===== config.mk =====
export PLATFORM = sky130hd
export DESIGN_NAME = rr_dispatcher
export DESIGN_NICKNAME = d
export VERILOG_FILES = /design/src/rtl/rr_dispatcher_pkg.sv /design/src/rtl/rr_dispatcher_slot.sv /design/src/rtl/rr_dispatcher.sv
export SDC_FILE = /design/constraint.sdc
export NUM_CORES = 1
export LEC_CHECK = 0
export ABC_AREA = 1
export CELL_PAD_IN_SITES_DETAIL_PLACEMENT = 1
export CELL_PAD_IN_SITES_GLOBAL_PLACEMENT = 1
export CORE_MARGIN = 3
export CORE_UTILIZATION = 45
export DETAILED_ROUTE_END_ITERATION = 12
export DONT_BUFFER_PORTS = 1
export PLACE_DENSITY = 0.73
export SKIP_CTS_REPAIR_TIMING = 1
export SYNTH_ARGS = -nofsm -noshare
export SYNTH_HDL_FRONTEND = slang
export SYNTH_SLANG_ARGS = --single-unit

===== constraint.sdc =====
create_clock -name clock -period 2.2 [get_ports clock]
set_input_delay 0.33 -clock clock [delete_from_list [all_inputs] [get_ports clock]]
set_output_delay 0.33 -clock clock [all_outputs]
set_load 0.02 [all_outputs]

===== src/rtl/rr_dispatcher_pkg.sv =====
// Shared helpers for the round-robin dispatcher: index sizing and the
// cyclic "first available slot at or after the pointer" picker.
package rr_dispatcher_pkg;

    localparam int MaxOut  = 32;
    localparam int PickBits = 5;

    typedef logic [PickBits-1:0] pick_t;

    function automatic int idxWidth(input int n);
        return (n <= 1) ? 1 : $clog2(n);
    endfunction

    // Search the bits at or above ptr first (thermometer mask), then fall
    // back to the unmasked vector so the search wraps from the top to bit 0.
    function automatic pick_t rrPick(input logic [MaxOut-1:0] avail,
                                     input pick_t             ptr);
        logic [MaxOut-1:0] mask;
        logic [MaxOut-1:0] masked;
        pick_t             pick;
        logic              found;
        mask   = {MaxOut{1'b1}} << ptr;
        masked = avail & mask;
        pick   = '0;
        found  = 1'b0;
        for (int i = 0; i < MaxOut; i++) begin
            if (!found && masked[i]) begin
                pick  = pick_t'(i);
                found = 1'b1;
            end
        end
        for (int i = 0; i < MaxOut; i++) begin
            if (!found && avail[i]) begin
                pick  = pick_t'(i);
                found = 1'b1;
            end
        end
        return pick;
    endfunction

endpackage


===== src/rtl/rr_dispatcher_slot.sv =====
// One-entry output buffer of the dispatcher: valid bit, payload register
// and the "can accept this cycle" indication (empty or draining now).
module DispatchSlot #(
    parameter int dataWidth = 32
) (
    input  logic                 clock,
    input  logic                 reset_n,
    input  logic                 clear,
    input  logic                 i_load,
    input  logic [dataWidth-1:0] i_loadData,
    input  logic                 i_outReady,
    output logic                 o_valid,
    output logic [dataWidth-1:0] o_data,
    output logic                 o_avail
);

    logic                 r_valid;
    logic [dataWidth-1:0] r_data;

    // Clear wins over a reload; a reload wins over a plain drain.
    always_ff @(posedge clock or negedge reset_n) begin
        if (!reset_n) begin
            r_valid <= 1'b0;
        end else if (clear) begin
            r_valid <= 1'b0;
        end else if (i_load) begin
            r_valid <= 1'b1;
        end else if (i_outReady) begin
            r_valid <= 1'b0;
        end
    end

    always_ff @(posedge clock) begin
        if (i_load) begin
            r_data <= i_loadData;
        end
    end

    assign o_valid = r_valid;
    assign o_data  = r_data;
    assign o_avail = !r_valid || i_outReady;

endmodule


===== src/rtl/rr_dispatcher.sv =====
// Round-robin dispatcher: each accepted upstream item goes to the first
// available output slot at or after a rotating pointer.
module rr_dispatcher
    import rr_dispatcher_pkg::*;
#(
    parameter int nOut      = 4,
    parameter int dataWidth = 32
) (
    input  logic                      clock,
    input  logic                      reset_n,
    input  logic                      clear,
    input  logic                      in_valid,
    output logic                      in_ready,
    input  logic [dataWidth-1:0]      in_data,
    output logic [nOut-1:0]           out_valid,
    input  logic [nOut-1:0]           out_ready,
    output logic [nOut*dataWidth-1:0] out_data,
    output logic [idxWidth(nOut)-1:0] last_slot
);

    localparam int IW = idxWidth(nOut);

    logic [IW-1:0]   r_ptr;
    logic [IW-1:0]   r_last;
    logic [nOut-1:0] w_avail;
    logic [IW-1:0]   w_sel;
    logic            w_accept;

    // in_ready is gated by reset_n so it reads low while reset is held.
    assign w_sel    = IW'(rrPick(MaxOut'(w_avail), PickBits'(r_ptr)));
    assign in_ready = (|w_avail) && !clear && reset_n;
    assign w_accept = in_valid && in_ready;

    for (genvar i = 0; i < nOut; i++) begin : gSlot
        DispatchSlot #(
            .dataWidth (dataWidth)
        ) uSlot (
            .clock      (clock),
            .reset_n    (reset_n),
            .clear      (clear),
            .i_load     (w_accept && (w_sel == IW'(i))),
            .i_loadData (in_data),
            .i_outReady (out_ready[i]),
            .o_valid    (out_valid[i]),
            .o_data     (out_data[i*dataWidth +: dataWidth]),
            .o_avail    (w_avail[i])
        );
    end

    always_ff @(posedge clock or negedge reset_n) begin
        if (!reset_n) begin
            r_ptr  <= '0;
            r_last <= '0;
        end else if (clear) begin
            r_ptr  <= '0;
        end else if (w_accept) begin
            r_ptr  <= (w_sel == IW'(nOut - 1)) ? '0 : w_sel + 1'b1;
            r_last <= w_sel;
        end
    end

    assign last_slot = r_last;

endmodule


==> results of run 1 <==
-- worst max-delay path: cells and delay by family, from the launching register on --
kind | cells | cell delay, ps
and+or+nand+nor | 6 | 500
buffers and inverters | 4 | 500
DFF | 1 | 460
adders and majority gates | 1 | 170
-- through the flow --
step | hold WS (ps) | cells | worst slack (ps)
2_1_floorplan | 34.4 | 209 | 64.6
3_3_place_gp | 34.7 | 345 | 274
3_5_place_dp | 34.7 | 345 | 214
4_1_cts | -517 | 377 | 192
5_1_grt | 23.0 | 411 | 32.6
6_report | 47.0 | 411 | 269
-- worst max path at each step --
| stage | start | end |
|---|---|---|
| after floorplan | out_ready[0] | gSlot[3].uSlot.o_data[0] |
| after global placement | gSlot[3].uSlot.o_valid | gSlot[3].uSlot.o_data[22] |
| after detailed placement | gSlot[3].uSlot.o_valid | gSlot[3].uSlot.o_data[24] |
| after CTS | gSlot[3].uSlot.o_valid | gSlot[3].uSlot.o_data[21] |
| after global routing | gSlot[1].uSlot.o_valid | gSlot[3].uSlot.o_data[21] |
| final | gSlot[3].uSlot.o_valid | gSlot[0].uSlot.o_data[31] |
-- logic make-up (layout without fill, tap and decap cells) --
logic type / Yosys count / after routing / share of synthesized area, %
AOI/OAI and AO/OA: 8 / 8 / 0.989
adders and majority gates: 4 / 4 / 1.13
buffers and inverters: 23 / 96 / 2.35
DFF: 136 / 136 / 91.3
and+or+nand+nor: 38 / 38 / 4.21
-- placed cells by master (no fill, tap or decap) --
| master | n |
|---|---|
| clkinv_4 | 3 |
| nand3_4 | 1 |
| inv_1 | 18 |
| nand3_1 | 1 |
| a21oi_1 | 6 |
| dfrtp_1 | 7 |
| nor2_1 | 5 |
| nand2_1 | 21 |
| nand3_2 | 1 |
| edfxtp_1 | 128 |
| o21ai_2 | 1 |
| buf_4 | 3 |
| clkinvlp_4 | 2 |
| dlygate4sd3_1 | 34 |
| clkbuf_1 | 2 |
| buf_12 | 8 |
| inv_6 | 2 |
| inv_4 | 1 |
| ha_1 | 4 |
| clkbuf_16 | 16 |
| dfrtp_2 | 1 |
| nor2_2 | 1 |
| o21ai_0 | 1 |
| inv_8 | 1 |
| nand2_2 | 8 |
| clkbuf_8 | 1 |
| bufinv_16 | 3 |
| clkinv_2 | 2 |
-- final cells by class --
type / instances / area share [%]
Timing Repair Buffer: 45 / 9.22
Sequential cell: 136 / 71.3
Tap cell: 129 / 2.84
Multi-Input combinational cell: 50 / 4.94
Clock inverter: 13 / 3.00
Inverter: 19 / 1.30
Clock buffer: 19 / 7.43
-- registers in the layout, summed over array words and instances, names as in the netlist --
| register | cells |
|---|---|
| r_ptr | 2 |
| gSlot.uSlot.o_data | 128 |
| gSlot.uSlot.o_valid | 4 |
| last_slot | 2 |
-- power breakdown --
group	total (mW)	internal [mW]	switching, mW
Sequential	2.94	2.88	0.0632
Combinational	0.165	0.0700	0.0949
Clock	2.81	1.74	1.06
Total	5.91	4.69	1.22
-- per-layer routing --
| layer | vias up | share of wire, % |
|---|---|---|
| met3 | 4 | 8.7 |
| met1 | 1028 | 38 |
| met4 | 0 | 0.55 |
| met5 | - | 0 |
| met2 | 133 | 52 |
| li1 | 883 | - |
==> run_results.csv, run 1 <==
group,metric,value,unit
critical_path,required,2400,ps
timing,slew_viol_final,0,
placed_design,io_buffer_count,0,
global_routing,grt_use_met1,19.1,%
detailed_routing,routed_wl,9840,um
placed_design,postPlaceCellArea,0.00474,mm2
die,rows,35,
critical_path,cp_max_fo,18,
placed_design,gp_congestion,0.785,
detailed_routing,wire_per_inst,23.9,um
global_routing,met2_usage,26.9,%
power_and_ir_drop,power.total,5.91,mW
detailed_routing,drt_iter0_drc,151,
critical_path,reg2reg_depth,11,
power_and_ir_drop,power_leakage,2.02,nW
die,core_area,0.00942,mm2
critical_path,reg2reg_to,"gSlot[0].uSlot.o_data[31]",
finish,drive_above_1_share,19.5,%
critical_path,crit_arrival,2130,ps
global_routing,grt_start_max_net_pins,19,
job,drv_cap,0,
finish,multi_input_comb_area,280,um2
global_routing,grt_first_pass_wirelength,13100,um
timing,slew_headroom,71.7,%
timing,skew,8.41,ps
timing,fin_tns_setup,0,ps
clock_tree,cts_tree,"built",
logic_synthesis,synth_top_area_cell,"edfxtp_1",
timing,hold_viol,0,
clock_tree,clockBufferDepth,2,
detailed_routing,first_pass_iters,5,
logic_synthesis,syn_nets,253,
clock_tree,clock_sinks,136,
timing,rsz0062_at_grt,"no",
logic_synthesis,yosysWarnings,0,
logic_synthesis,syn_avg_cell_area,21.2,um2
critical_path,crit_type,"reg -> reg",
critical_path,r2r_slack,270,ps
logic_synthesis,synth.cell_area,0.00443,mm2
logic_synthesis,yosysMostFrequentCell,"edfxtp_1",
global_routing,grt-busiest-layer,"met2",
logic_synthesis,synthCells,209,
logic_synthesis,synth_top_area_share,86.8,%
detailed_routing,via_per_inst,4.98,
detailed_routing,vias,2048,
finish,n_antenna_cell,0,
logic_synthesis,synth_area_leaders,"edfxtp_1 87%, dfrtp_1 4.5%, nand2_1 1.8%",
timing,worstMarginPinSlew,424,ps
critical_path,crit_slowest_cell,"dfrtp_2",
placed_design,dp_hpwl,6230,um
logic_synthesis,netlist_top_cells_count,"128 x edfxtp_1, 21 x nand2_1, 18 x inv_1",
clock_tree,cts-root-buf,"clkbuf_8",
critical_path,reg2reg_from,"gSlot[3].uSlot.o_valid",
finish,fin_nets,313,
global_routing,grt_pass1_vias,1970,
global_routing,antenna_found_initial,0,
clock_tree,clk_pin_slew_worst_paths,60,ps
clock_tree,clkLatencyLatePin,500,ps
global_routing,met3_usage,8.59,%
finish,finalInstanceArea,0.00568,mm2
power_and_ir_drop,ir_worst_vdd,0.000496,V
die,die_y,105,um
finish,num-fill-cells,790,
timing,finalCritPeriodShare,87.8,%
finish,syn_to_final_growth,28.2,%
timing,setup_viol,0,
hold_path,hold_end,"last_slot[1]",
clock_tree,cts_buffers,17,
logic_synthesis,ys_ff_latch,136,
die,die_w,105,um
global_routing,grt_overflow,0,
logic_synthesis,synthFlopType,"edfxtp_1",
timing,finalCriticalPeriod,1930,ps
die,boundaryPins,175,
critical_path,end_kind,"flip-flop",
finish,final_util,60.3,%
status,status,"complete, no violations",
detailed_routing,route.antenna.remaining_nets,0,
clock_tree,htreeDepth,4,
power_and_ir_drop,power.density,1040,mW/mm2
die,start_util,47.0,%
timing,max_freq,518,MHz
critical_path,crit_chain,"nand2_2 > inv_1 > nand2_1 > nor2_1 > nand3_1 > nand2_1 > inv_1 > ha_1 > nand2_2 > inv_1 > buf_12",
logic_synthesis,ys_seq_area_share,91.3,%
global_routing,grt_use_total,16.5,%
critical_path,worst_path_most_repeated_cell,"inv_1",
detailed_routing,drc,0,
logic_synthesis,synth_edf_count,128,
critical_path,cp_slowest_stage_delay,460,ps
hold_path,hold_class,"in -> reg",
logic_synthesis,async_reset_ff_share,5.88,%
finish,seqCellArea,0.00405,mm2
hold_path,min_path_cells,2,
die,dieArea,0.0111,mm2
logic_synthesis,synth_cell_types,16,
hold_path,hp-start,"in_valid",
critical_path,start_kind,"flip-flop",
Power figures use the tool's default switching activity.
==> run 2: changes to the inputs <==
--- a/config.mk
+++ b/config.mk
@@ -5,15 +5,15 @@
 export SDC_FILE = /design/constraint.sdc
 export NUM_CORES = 1
 export LEC_CHECK = 0
-export ABC_AREA = 1
 export CELL_PAD_IN_SITES_DETAIL_PLACEMENT = 1
 export CELL_PAD_IN_SITES_GLOBAL_PLACEMENT = 1
 export CORE_MARGIN = 3
-export CORE_UTILIZATION = 45
+export CORE_UTILIZATION = 46
 export DETAILED_ROUTE_END_ITERATION = 12
 export DONT_BUFFER_PORTS = 1
-export PLACE_DENSITY = 0.73
+export PLACE_DENSITY = 0.74
 export SKIP_CTS_REPAIR_TIMING = 1
+export SLEW_MARGIN = 10
 export SYNTH_ARGS = -nofsm -noshare
 export SYNTH_HDL_FRONTEND = slang
 export SYNTH_SLANG_ARGS = --single-unit
==> run 2 against run 1 <==
Net effect: power increased by 3.5%; flip-flop and latch count unchanged; area after synthesis increased by 0.14%; synthesized cell count decreased by 10%; clock-buffer cell count decreased by 1; final cell count decreased by 4.4%; clock skew decreased by 2.8 ps.
==> run_results.csv, run 2 <==
group,metric,value,unit
status,status,"complete, no violations",
logic_synthesis,syn_avg_cell_area,23.6,um2
finish,seqCellArea,0.00404,mm2
clock_tree,clk_pin_slew_worst_paths,60,ps
finish,layout_common_cells,"128 x edfxtp_1, 34 x dlygate4sd3_1, 16 x clkbuf_16",
power_and_ir_drop,swShare,19.5,%
timing,setup_viol,0,
critical_path,reg2reg_depth,7,
detailed_routing,via_per_inst,5.20,
placed_design,dp_hpwl,5660,um
logic_synthesis,async_reset_ff_share,5.88,%
logic_synthesis,synth_edf_count,128,
global_routing,grt_first_pass_wirelength,12500,um
hold_path,hold_end,"r_ptr[0]",
logic_synthesis,synth_cell_types,25,
logic_synthesis,synthCells,188,
critical_path,crit_slowest_cell,"dfrtp_1",
critical_path,end_kind,"flip-flop",
timing,worst_slack,148,ps
logic_synthesis,synth_area_leaders,"edfxtp_1 87%, dfrtp_1 4.5%, ha_1 1.1%",
power_and_ir_drop,power.share.sequential,48.1,%
critical_path,crit_chain,"nor3b_1 > a211oi_1 > a211oi_2 > inv_1 > ha_1 > and2_2 > buf_4",
finish,final_common_cell,"edfxtp_1",
placed_design,postPlaceCellArea,0.00475,mm2
detailed_routing,drt_iter0_drc,216,
power_and_ir_drop,p_int,4.93,mW
logic_synthesis,synth_top_area_share,86.7,%
finish,syn_to_final_growth,29.5,%
power_and_ir_drop,power_leakage,1.96,nW
critical_path,crit_arrival,2290,ps
timing,slew_headroom,68.6,%
timing,fin_tns_setup,0,ps
critical_path,crit_type,"reg -> reg",
critical_path,cp_slowest_stage_delay,450,ps
die,die_y,104,um
timing,hold_viol,0,
logic_synthesis,synth.cell_area,0.00443,mm2
detailed_routing,wire_per_inst,24.1,um
placed_design,dp_cells,326,
detailed_routing,routed_wl,9450,um
global_routing,grt_pass1_vias,1984,
die,core_area,0.00928,mm2
global_routing,antenna_found_initial,0,
detailed_routing,route.antenna.remaining_nets,0,
placed_design,io_buffer_count,0,
global_routing,grt_overflow,0,
finish,finalInstanceArea,0.00574,mm2
hold_path,min_path_cells,2,
logic_synthesis,netlist_top_cells_count,"128 x edfxtp_1, 8 x dfrtp_1, 5 x a21oi_1, 5 x inv_1",
placed_design,gp_congestion,0.706,
clock_tree,clkLatencyLatePin,500,ps
power_and_ir_drop,ir_worst_vdd,0.000593,V
critical_path,start_kind,"flip-flop",
timing,rsz0062_at_grt,"no",
detailed_routing,vias,2042,
hold_path,hold_class,"in -> reg",
timing,finalCritPeriodShare,93.3,%
power_and_ir_drop,power.density,1070,mW/mm2
clock_tree,cts-root-buf,"clkbuf_8",
logic_synthesis,ys_seq_area_share,91.2,%
critical_path,cp.buffers_inverters,2,
timing,max_freq,487,MHz
timing,worstMarginPinSlew,470,ps
clock_tree,clockBufferDepth,2,
logic_synthesis,yosysWarnings,0,
finish,fin_nets,295,
finish,largest_reg_flops,128,
finish,layout.cells.non_filler,393,
placed_design,dp_slack,87.7,ps
power_and_ir_drop,p_sw,1.19,mW
timing,slew_viol_final,0,
critical_path,required,2440,ps
detailed_routing,drc,0,
logic_synthesis,syn_nets,232,
global_routing,grt_use_total,15.9,%
clock_tree,htreeDepth,4,
critical_path,r2r_slack,150,ps
power_and_ir_drop,pwr-share-clk,49.2,%
global_routing,grt_start_max_net_pins,20,
job,drv_cap,0,
logic_synthesis,synth_top_area_cell,"edfxtp_1",
timing,skew,5.58,ps
critical_path,path_delay_family,"flip-flops",
critical_path,reg2reg_to,"gSlot[0].uSlot.o_data[22]",
finish,drive_above_1_share,21.6,%
die,die_w,104,um
timing,finalCriticalPeriod,2050,ps
logic_synthesis,yosysMostFrequentCell,"edfxtp_1",
clock_tree,cts_buffers,17,
logic_synthesis,ys_ff_latch,136,
hold_path,hp-start,"clear",
critical_path,cp_max_fo,13,
die,rows,35,
critical_path,reg2reg_from,"r_ptr[1]",
finish,num-fill-cells,792,
detailed_routing,first_pass_iters,4,
logic_synthesis,synthFlopType,"edfxtp_1",
clock_tree,clock_sinks,136,
die,boundaryPins,175,
finish,n_antenna_cell,0,
die,dieArea,0.0109,mm2
clock_tree,cts_tree,"built",
power_and_ir_drop,power.share.combinational,2.7,%
finish,multi_input_comb_area,340,um2
die,start_util,47.8,%
==> run 2: changes by cell type after synthesis, sizes merged, moves of 3 or more <==
cell	change
a211oi	+4
nand2b	+5
inv	-14
nand3	-3
and2	+4
nand2	-28
==> run 2: power by group through the flow <==
stage                     sequential, mW  clock [mW]  combinational, mW
after detailed placement            3.00           0             0.0856
after floorplan                     2.99           0             0.0546
after global routing                2.95        3.21              0.183
final                               2.94        3.01              0.167
after global placement              3.00           0             0.0846
after CTS                           2.95        3.03             0.0863
==> run 2: cell families (layout without fill, tap and decap cells) <==
group | count (synthesis) | in the layout | synth area share (%)
adder cells (fa/ha/maj) | 4 | 4 | 1.13
buffers and inverters | 10 | 86 | 1.35
AND/OR/NAND/NOR | 22 | 22 | 3.44
AO/OA/AOI/OAI | 13 | 13 | 2.09
flip-flops | 136 | 136 | 91.2
multiplexers | 3 | 3 | 0.790
==> run 2: worst reg2reg max path: cells and delay by family (launching register included) <==
family / cells / cell delay, ps
compound gates: 2 / 380
fa+ha+maj: 1 / 230
buf+inv: 2 / 320
flops: 1 / 450
simple gates: 2 / 420
==> run 2: how the worst max path moves through the flow <==
stage	start	end	slack, ps	depth (start not counted)
global placement	r_ptr[1]	gSlot[2].uSlot.o_data[29]	140	7
CTS	r_ptr[1]	gSlot[2].uSlot.o_data[11]	60	7
floorplan	gSlot[2].uSlot.o_valid	gSlot[3].uSlot.o_data[0]	110	5
global route	gSlot[0].uSlot.o_valid	gSlot[0].uSlot.o_data[14]	10	7
finish	r_ptr[1]	gSlot[0].uSlot.o_data[22]	150	7
detailed placement	r_ptr[1]	gSlot[2].uSlot.o_data[24]	90	7
==> run 2: cell type report <==
class / count / area share, %
sequential: 136 / 70.4
timing repair buffer: 49 / 9.41
clock buffer: 18 / 7.28
multi-input combinational: 42 / 5.92
clock inverter: 14 / 3.86
tap: 129 / 2.81
inverter: 5 / 0.327
==> run 2: per-stage QoR <==
step / hold WS [ps] / util, % / power (mW)
6_report: 24.8 / 61.9 / 6.12
5_1_grt: 16.4 / 61.9 / 6.34
4_1_cts: -497 / 58.1 / 6.06
3_5_place_dp: 34.6 / 51.2 / 3.08
3_3_place_gp: 34.7 / 51.2 / 3.08
2_1_floorplan: 34.4 / - / 3.04
==> run 2: layer usage <==
metal  wire [um]  vias up  share of wire (%)  track usage [%]
met5           0        -                  0                0
met4          89        0               0.94             6.74
met3         726        8                7.7             6.58
met2        4760      124                 50             26.0
met1        3870     1046                 41             18.6
li1            -      864                  -                -
